[config.mk]
export PLATFORM = sky130hd
export DESIGN_NAME = multi_bin_sort_sequencer
export DESIGN_NICKNAME = d
export VERILOG_FILES = /design/src/rtl/multi_bin_sort_sequencer_pkg.sv /design/src/rtl/multi_bin_sort_sequencer_servo_pwm_gen.sv /design/src/rtl/multi_bin_sort_sequencer.sv
export SDC_FILE = /design/constraint.sdc
export NUM_CORES = 1
export LEC_CHECK = 0
export BUFFER_PORTS_ARGS = -buffer_cell sky130_fd_sc_hd__buf_2
export CAP_MARGIN = 20
export CORE_UTILIZATION = 55
export DETAILED_ROUTE_END_ITERATION = 8
export HOLD_SLACK_MARGIN = 0.12
export PLACE_DENSITY = 0.72
export SLEW_MARGIN = 10
export SYNTH_ARGS = -nofsm -noshare
export SYNTH_HDL_FRONTEND = slang
export SYNTH_SLANG_ARGS = --single-unit
[constraint.sdc]
create_clock -name clk -period 2.4 [get_ports clk]
set_clock_uncertainty 0.1 [all_clocks]
set_input_delay 0.12 -clock clk [delete_from_list [all_inputs] [get_ports clk]]
set_output_delay 0.12 -clock clk [all_outputs]
set_load 0.005 [all_outputs]
[src/rtl/multi_bin_sort_sequencer_pkg.sv]
`default_nettype none
// ============================================================================
// sort_seq_pkg : shared state type, bin-width helpers and datapath widths
// Revision 1.0
// ============================================================================
package sort_seq_pkg;

    typedef enum logic [1:0] {
        IDLE   = 2'd0,
        MOVE   = 2'd1,
        HOLD   = 2'd2,
        RETURN = 2'd3
    } state_t;

    // Width of the tick/us/period counters and the pulse-width datapath.
    localparam int unsigned CNT_W = 32;

    function automatic logic [CNT_W-1:0] bin_step(input int unsigned min_us,
                                                  input int unsigned max_us,
                                                  input int unsigned num_classes);
        return (max_us - min_us) / (num_classes - 1);
    endfunction

    function automatic logic [CNT_W-1:0] bin_width(input logic [CNT_W-1:0] k,
                                                   input int unsigned   min_us,
                                                   input logic [CNT_W-1:0] step);
        return min_us + k * step;
    endfunction

endpackage
`default_nettype wire

[src/rtl/multi_bin_sort_sequencer_servo_pwm_gen.sv]
`default_nettype none
// ============================================================================
// servo_pwm_gen : us tick divider, PWM period counter, boundary-latched width
// Revision 1.0
// ============================================================================
module servo_pwm_gen
    import sort_seq_pkg::*;
#(
    parameter int unsigned TICK_DIV  = 100,
    parameter int unsigned PERIOD_US = 20000,
    parameter int unsigned HOME_US   = 1500
) (
    input  logic             clk,
    input  logic             rst,
    input  logic [CNT_W-1:0] target_w,
    output logic             servo_pwm,
    output logic             period_end
);

    logic [CNT_W-1:0] r_tick_cnt;
    logic [CNT_W-1:0] r_us_cnt;
    logic [CNT_W-1:0] r_width_q;
    logic             w_us_tick;

    assign w_us_tick  = (r_tick_cnt == TICK_DIV - 1);
    assign period_end = w_us_tick && (r_us_cnt == PERIOD_US - 1);

    // Width only changes at a period boundary so a pulse is never cut short or stretched.
    always_ff @(posedge clk) begin
        if (rst) begin
            r_tick_cnt <= '0;
            r_us_cnt   <= '0;
            r_width_q  <= HOME_US;
            servo_pwm  <= 1'b0;
        end else begin
            r_tick_cnt <= w_us_tick ? '0 : r_tick_cnt + CNT_W'(1);
            if (w_us_tick) begin
                r_us_cnt <= period_end ? '0 : r_us_cnt + CNT_W'(1);
            end
            if (period_end) begin
                r_width_q <= target_w;
            end
            servo_pwm <= (r_us_cnt < r_width_q);
        end
    end

endmodule
`default_nettype wire

[src/rtl/multi_bin_sort_sequencer.sv]
`default_nettype none
// ============================================================================
// multi_bin_sort_sequencer : queues class detections, runs move/dwell/return
// Revision 1.0
// ============================================================================
module multi_bin_sort_sequencer
    import sort_seq_pkg::*;
#(
    parameter int unsigned TICK_DIV       = 100,
    parameter int unsigned PERIOD_US      = 20000,
    parameter int unsigned HOME_US        = 1500,
    parameter int unsigned MIN_US         = 1000,
    parameter int unsigned MAX_US         = 2000,
    parameter int unsigned NUM_CLASSES    = 4,
    parameter int unsigned FIFO_DEPTH     = 4,
    parameter int unsigned SETTLE_PERIODS = 25,
    parameter int unsigned DWELL_PERIODS  = 10
) (
    input  logic                           clk,
    input  logic                           rst,
    input  logic                           enable,
    input  logic                           cls_valid,
    input  logic [$clog2(NUM_CLASSES)-1:0] cls_id,
    output logic                           cls_ready,
    output logic                           servo_pwm,
    output logic                           busy,
    output logic [$clog2(NUM_CLASSES)-1:0] cur_bin,
    output logic [$clog2(FIFO_DEPTH):0]    fifo_level,
    output logic                           bad_id
);

    localparam int unsigned      ID_W = $clog2(NUM_CLASSES);
    localparam int unsigned      AW   = $clog2(FIFO_DEPTH);
    localparam int unsigned      LW   = AW + 1;
    localparam logic [CNT_W-1:0] STEP = bin_step(MIN_US, MAX_US, NUM_CLASSES);

    logic [ID_W-1:0]  r_mem [FIFO_DEPTH];
    logic [AW-1:0]    r_rd_ptr;
    logic [AW-1:0]    r_wr_ptr;
    logic [LW-1:0]    r_level;
    state_t           r_state;
    state_t           w_state_nxt;
    logic [CNT_W-1:0] r_period_cnt;
    logic [CNT_W-1:0] w_target_w;
    logic [CNT_W-1:0] w_bin_w;
    logic             w_accept;
    logic             w_id_ok;
    logic             w_push;
    logic             w_pop;
    logic             w_period_end;

    assign cls_ready  = (CNT_W'(r_level) < FIFO_DEPTH);
    assign fifo_level = r_level;
    assign busy       = (r_state != IDLE);
    assign w_accept   = cls_valid && cls_ready;
    assign w_id_ok    = (CNT_W'(cls_id) < NUM_CLASSES);
    assign w_push     = w_accept && w_id_ok;
    assign w_pop      = (r_state == IDLE) && enable && (r_level != '0);
    assign w_bin_w    = bin_width(CNT_W'(cur_bin), MIN_US, STEP);

    // Out-of-range ids are consumed from the handshake but never queued.
    always_ff @(posedge clk) begin
        if (rst) begin
            r_rd_ptr <= '0;
            r_wr_ptr <= '0;
            r_level  <= '0;
            bad_id   <= 1'b0;
        end else begin
            if (w_push) begin
                r_mem[r_wr_ptr] <= cls_id;
                r_wr_ptr        <= r_wr_ptr + AW'(1);
            end
            if (w_pop) begin
                r_rd_ptr <= r_rd_ptr + AW'(1);
            end
            r_level <= r_level + LW'(w_push) - LW'(w_pop);
            if (w_accept && !w_id_ok) begin
                bad_id <= 1'b1;
            end
        end
    end

    always_ff @(posedge clk) begin
        if (rst) begin
            r_state      <= IDLE;
            r_period_cnt <= '0;
            cur_bin      <= '0;
        end else begin
            r_state <= w_state_nxt;
            if (w_state_nxt != r_state) begin
                r_period_cnt <= '0;
            end else if (w_period_end) begin
                r_period_cnt <= r_period_cnt + CNT_W'(1);
            end
            if (w_pop) begin
                cur_bin <= r_mem[r_rd_ptr];
            end
        end
    end

    always_comb begin
        w_state_nxt = r_state;
        w_target_w  = HOME_US;
        case (r_state)
            IDLE: begin
                if (w_pop) w_state_nxt = MOVE;
            end
            MOVE: begin
                w_target_w = w_bin_w;
                if (r_period_cnt == SETTLE_PERIODS) w_state_nxt = HOLD;
            end
            HOLD: begin
                w_target_w = w_bin_w;
                if (r_period_cnt == DWELL_PERIODS) w_state_nxt = RETURN;
            end
            RETURN: begin
                if (r_period_cnt == SETTLE_PERIODS) w_state_nxt = IDLE;
            end
            default: w_state_nxt = IDLE;
        endcase
    end

    servo_pwm_gen #(
        .TICK_DIV  (TICK_DIV),
        .PERIOD_US (PERIOD_US),
        .HOME_US   (HOME_US)
    ) u_pwm (
        .clk        (clk),
        .rst        (rst),
        .target_w   (w_target_w),
        .servo_pwm  (servo_pwm),
        .period_end (w_period_end)
    );

endmodule
`default_nettype wire

==> results.md, run 1 <==
- Outcome: complete, but fails checks
- Failing checks: setup timing
- Post-synth top area cell: dfxtp_1
- Die area: 12200 um^2
- DIE WIDTH: 111 um
- Initial antenna violation count: 0
- Async set-reset flop share out of synthesis: 0%
- Worst-path clk slew: 0.05 ns
- DR DRC count: 0
- Clock root buffer: clkbuf_16
- Register area share after synthesis: 40.5%
- Worst-Margin Slew: 0.626 ns
- Via count: 5866
- Die Ht: 111 um
- Drt pass-1 iters: 6
- Number of top-level pins: 15
- Core Box Area: 11500 um^2
- Reg2reg path depth: 7
- Cell Pwr Density: 655 nW/um^2
- First-pass GRT wire length: 25700 um
- WL/cell: 16.2 um
- Largest net degree at the start of global routing: 30
- Num Clock Sinks: 127
- Starting density of the core: 56.5%
- # Max-Cap Violations: 0
- Syn nets: 790
- Vias in the first global route: 5650
- Peak supply drop: 0.731 mV
- Setup_tns: -0.421 ns
- Post-DP HPWL: 10400 um
- FMAX: 405 MHz
- Crit path from: u_pwm.r_us_cnt[6]
- Final Hold Vio Count: 0
- WL final: 16400 um
- Clk_lat worst skew: 0.43 ns
- CTS Buffer Depth: 2
- Required time worst endpoint: 2.67 ns
- Warnings from Yosys: 0
- Synth-to-Final Area Change: 31.7%
- Fin crit period: 2.47 ns
- Worst hold path startpoint: cls_valid
- Remaining Overflow, GRT: 0
- Number of I/O port buffers: 13
- Total CTS buffers: 17
- Layout cell share with drive strength beyond 1: 27.4%
- Hold path cells: 5
- Mapped cell area: 6480 um^2
- Nature of the critical path endpoint: flop
- Yosys cell types: 54
- Detail Route Antenna Nets: 0
- Most used DFF post-synth: dfxtp_1
- Final Hold Slack: 0.178 ns
- #FFs+latches synth: 127
- Final Power: 5590 uW
- Post-synth EDFFs: 8
- Vias per cell: 5.81
- Syn Area/Cell: 8.64 um^2
- RSZ-0062 raised after global routing: true
- FF-to-FF Start: u_pwm.r_us_cnt[6]
- CP Launch Type: flop
- Final core occ: 74.5%
- CTS tree: yes
- Mapped Cells: 750
- Post-route setup slack: -0.0716 ns
- Htree depth: 4
- RePlAce Congestion: 0.911
- Rows: 39
- Period utilization: 103%
- Leakage: 0.00335 uW
- Diodes inserted: 0
- Area contributors post-synth: dfxtp_1, xor2_1, ha_1, nor2_1, edfxtp_1
- Max-slew violation count: 0
- Yosys top cell area share: 36.8%
- Worst hold path type: in -> reg
- CP Max Fanout: 11
- Final net count: 893
- Rel. slew slack: 58.2%
- Worst endpoint data arrival time: 2.74 ns
- Setup-failing EPs final: 25
- All-Layer GR Usage: 25.7%
- Starting DRT DRC Count: 395
- Worst setup path class: reg -> reg
[synthesized netlist by cell type (17+ instances only)]
cell type,count
ha_1,33
inv_1,36
nand2_1,49
and3_1,22
clkbuf_1,17
xnor2_1,20
dfxtp_1,119
nand4_1,30
a21oi_1,41
nand3_1,43
nor2_1,105
xor2_1,50
nor4_1,25
[cell type report]
class / count / area, um^2
clock buffers: 20 / 467
clock inverters: 12 / 92.6
fillers: 760 / 2930
inverters: 36 / 135
multi-input cells: 557 / 4060
flip-flops and latches: 127 / 2630
well taps: 143 / 179
repair buffers: 114 / 976
[critical path: stages (launching register included)]
cell and delay [ns]:
dfxtp_2 0.32, or4b_4 0.55, nor4_4 0.16, nor4b_4 0.32, nand4_4 0.14, buf_12 0.17
or4_4 0.49, a21oi_2 0.15
[flip-flops by register name, summed over array words and instances, names as in the netlist]
register / cells
u_pwm.servo_pwm: 1
r_period_cnt: 32
u_pwm.r_us_cnt: 32
u_pwm.r_width_q: 11
r_rd_ptr: 2
cur_bin: 2
u_pwm.r_tick_cnt: 32
r_state: 2
r_mem: 8
r_wr_ptr: 2
fifo_level: 3
[kinds of logic (layout without fill, tap and decap cells)]
logic type | count (synthesis) | after routing | synth area share (%)
AND/OR/NAND/NOR | 358 | 359 | 29.6
flip-flops | 127 | 127 | 40.5
AO/OA/AOI/OAI | 86 | 86 | 8.03
XOR/XNOR | 70 | 70 | 9.46
buffers and inverters | 67 | 182 | 4.29
adder cells (fa/ha/maj) | 34 | 34 | 6.68
multiplexers | 7 | 7 | 1.47
other | 1 | 1 | 0.0579
[path summary, 6_finish.rpt]
kind	slack, ns	endpoint
worst min register to register	0.36	u_pwm.r_width_q[11]
worst max-delay path	-0.07	r_period_cnt[30]
worst min-delay path	0.18	r_wr_ptr[1]
worst max register to register	-0.07	r_period_cnt[30]
[report_power, final]
part           internal (uW)  leakage (uW)  switching (uW)
Clock                   1480      0.000277             945
Combinational            438       0.00204             450
Sequential              2200       0.00104            70.2
[placed cells by master, fill, tap and decap left out, types with 6 or more instances in the layout]
cell type / Yosys / layout
nor3_1: 9 / 9
nand3_1: 43 / 40
nand4_1: 30 / 30
nor2_1: 105 / 82
inv_1: 36 / 34
and2_1: 7 / 7
ha_1: 33 / 31
and4_1: 11 / 11
or4_4: 0 / 7
o21bai_1: 6 / 6
xnor2_1: 20 / 19
nor4_1: 25 / 20
clkinv_2: 0 / 8
a21oi_2: 0 / 8
buf_2: 6 / 13
a21oi_1: 41 / 33
buf_6: 0 / 6
clkbuf_16: 0 / 21
or4_1: 14 / 7
or3_1: 16 / 15
edfxtp_1: 8 / 8
nand2_1: 49 / 47
nor2_4: 0 / 20
dfxtp_1: 119 / 110
and3_1: 22 / 22
xor2_1: 50 / 46
buf_4: 5 / 83
dfxtp_2: 0 / 9
o21ai_0: 14 / 13
[stage by stage]
stage          std cells  setup WS (ns)  instance area [um^2]
2_1_floorplan        750        -0.0194                  6530
3_3_place_gp         950        -0.0470                  7230
3_5_place_dp         950         -0.117                  7230
4_1_cts              989         -0.101                  7880
5_1_grt             1009         -0.235                  8540
6_report            1009        -0.0716                  8540
[metal layers]
layer	GRT usage, %	wire length, um	vias up	part of all wire, %
met1	31.2	7060	2829	43
met5	0	0	-	0
met2	44.0	8370	129	51
met4	9.96	319	0	1.9
li1	-	-	2875	-
met3	5.71	629	33	3.8
[repair_timing]
action / in CTS / in global routing
pin swaps: 1 / 54
buffers inserted: 3 / 13
hold buffers: 4 / 0
setup endpoints to repair: 28 / 76
hold endpoints to repair: 21 / 0
resized for setup: 6 / 105
cloned: 0 / 7
No activity file was read; power rests on OpenSTA's default activity.
==> run 2, diff against run 1 <==
--- a/config.mk
+++ b/config.mk
@@ -11,6 +11,7 @@
 export DETAILED_ROUTE_END_ITERATION = 8
 export HOLD_SLACK_MARGIN = 0.12
 export PLACE_DENSITY = 0.72
+export SKIP_LAST_GASP = 1
 export SLEW_MARGIN = 10
 export SYNTH_ARGS = -nofsm -noshare
 export SYNTH_HDL_FRONTEND = slang
==> run 2 against run 1 <==
Effect of this change: maximum frequency is 3.0% lower; the run still ends with setup timing left; critical path depth stayed put; die area stayed put; highest routed layer unchanged; worst hold slack better by 0.0044 ns; first-iteration DRC count is 3.0% higher; sequential share of layout area is 0.64 points higher.
==> results.md, run 2 (synthesized netlist as in run 1, its figures left out) <==
- Post-route setup slack: -0.148 ns
- Area after DPL: 7230 um^2
- Clock root buffer: clkbuf_16
- Outcome: complete, but fails checks
- Final cell count without fillers: 1000
- Starting density of the core: 56.5%
- DIE WIDTH: 111 um
- Number of I/O port buffers: 13
- CP Max Fanout: 11
- Largest net degree at the start of global routing: 30
- CP Launch Type: flop
- WL final: 16100 um
- Worst hold path type: in -> reg
- Final Instance Area: 8350 um^2
- Drt pass-1 iters: 5
- Detail Route Antenna Nets: 0
- Starting DRT DRC Count: 407
- WL met2: 8190 um
- Num Clock Sinks: 127
- FMAX: 392 MHz
- Vias in the first global route: 5639
- Remaining Overflow, GRT: 0
- Cell Pwr Density: 661 nW/um^2
- Vias per cell: 5.90
- R2R Setup Slk: -0.15 ns
- Top Metal Used: met4
- Core Box Area: 11500 um^2
- Final net count: 884
- Worst setup path class: reg -> reg
- # Max-Cap Violations: 0
- All-Layer GR Usage: 25.7%
- Fin crit period: 2.55 ns
- First-pass GRT wire length: 25700 um
- Die area: 12200 um^2
- WL met1: 6910 um
- Most frequent cells in the layout: dfxtp_1, nor2_1, buf_4, xor2_1, nand2_1
- Die Ht: 111 um
- Required time worst endpoint: 2.66 ns
- Final Power: 5520 uW
- WL/cell: 16.1 um
- Number of top-level pins: 15
- Peak supply drop: 0.732 mV
- CTS tree: yes
- Worst-Margin Slew: 0.617 ns
- Synth-to-Final Area Change: 28.9%
- Period utilization: 106%
- Rows: 39
- Layout cell share with drive strength beyond 1: 24.9%
- Clk_lat worst skew: 0.43 ns
- Post-DP HPWL: 10400 um
- Via count: 5904
- Commonest non-fill, non-tap cell in the layout: dfxtp_1
- Max-slew violation count: 0
- Final Hold Vio Count: 0
- Regs by FF count: r_period_cnt (32), u_pwm.r_tick_cnt (32), u_pwm.r_us_cnt (32)
- Placed Cells: 950
- DR DRC count: 0
- Total CTS buffers: 17
- RSZ-0062 raised after global routing: true
- Diodes inserted: 0
- Htree depth: 4
- Met3 wire len: 647 um
- Worst-path clk slew: 0.05 ns
- Nature of the critical path endpoint: flop
- Initial antenna violation count: 0
- Rel. slew slack: 58.8%
- Failing checks: setup timing
- Setup-failing EPs final: 23
- CTS Buffer Depth: 2
- Leakage: 0.00329 uW
- Worst endpoint data arrival time: 2.80 ns
- RePlAce Congestion: 0.911
-- run 2: power breakdown --
| part | switching (uW) | leakage, uW | total [uW] | internal, uW |
|---|---|---|---|---|
| Combinational | 425 | 0.00197 | 822 | 397 |
| Sequential | 70.0 | 0.00104 | 2270 | 2200 |
| Clock | 941 | 0.000277 | 2430 | 1480 |
| Total | 1440 | 0.00329 | 5520 | 4080 |
-- run 2: final cells by class --
type / count / area, um^2
timing repair buffer: 105 / 887
inverter: 36 / 135
multi-input combinational: 557 / 3960
clock inverter: 12 / 92.6
fill: 791 / 3110
sequential: 127 / 2630
tap: 143 / 179
clock buffer: 20 / 467
-- run 2: worst paths after layout --
| path | from | endpoint | depth (start not counted) |
|---|---|---|---|
| max | u_pwm.r_us_cnt[6] | r_period_cnt[30] | 7 |
| min reg2reg | u_pwm.r_width_q[11] | u_pwm.r_width_q[11] | 2 |
| max reg2reg | u_pwm.r_us_cnt[6] | r_period_cnt[30] | 7 |
| min | cls_valid | r_wr_ptr[0] | 5 |
-- run 2: worst max-delay path, cell delays in order (launching register included) --
cell and delay (ns):
dfxtp_2 0.33, or4b_4 0.55, nor4_4 0.16, nor4b_4 0.33, nand4_4 0.16, buf_12 0.18, or4_1 0.49, a21oi_1 0.17
-- run 2: stage by stage --
| stage | setup slack, ns | util (%) | hold slack (ns) | TNS, ns |
|---|---|---|---|---|
| after global routing | -0.214 | 72.8 | 0.229 | -4.53 |
| final | -0.148 | 72.8 | 0.182 | -0.992 |
| after floorplan | -0.0194 | - | 0.119 | -0.179 |
| after detailed placement | -0.117 | 63.1 | 0.253 | -1.40 |
| after CTS | -0.133 | 68.7 | 0.164 | -1.15 |
| after global placement | -0.0470 | 63.1 | 0.236 | -0.0536 |
-- run 2: routing by layer --
layer / GRT usage, % / up-vias
li1: - / 2851
met1: 31.5 / 2837
met2: 43.9 / 172
met3: 5.71 / 44
met4: 9.69 / 0
met5: 0 / -
-- run 2: timing repair --
item                                   CTS  global route
setup buffers                            3             7
cloned                                   0             6
setup endpoints to repair               28            76
endpoints found under the hold margin   21             0
pin swaps                                0            46
gates resized for setup                  4            86
hold buffers                             4             0
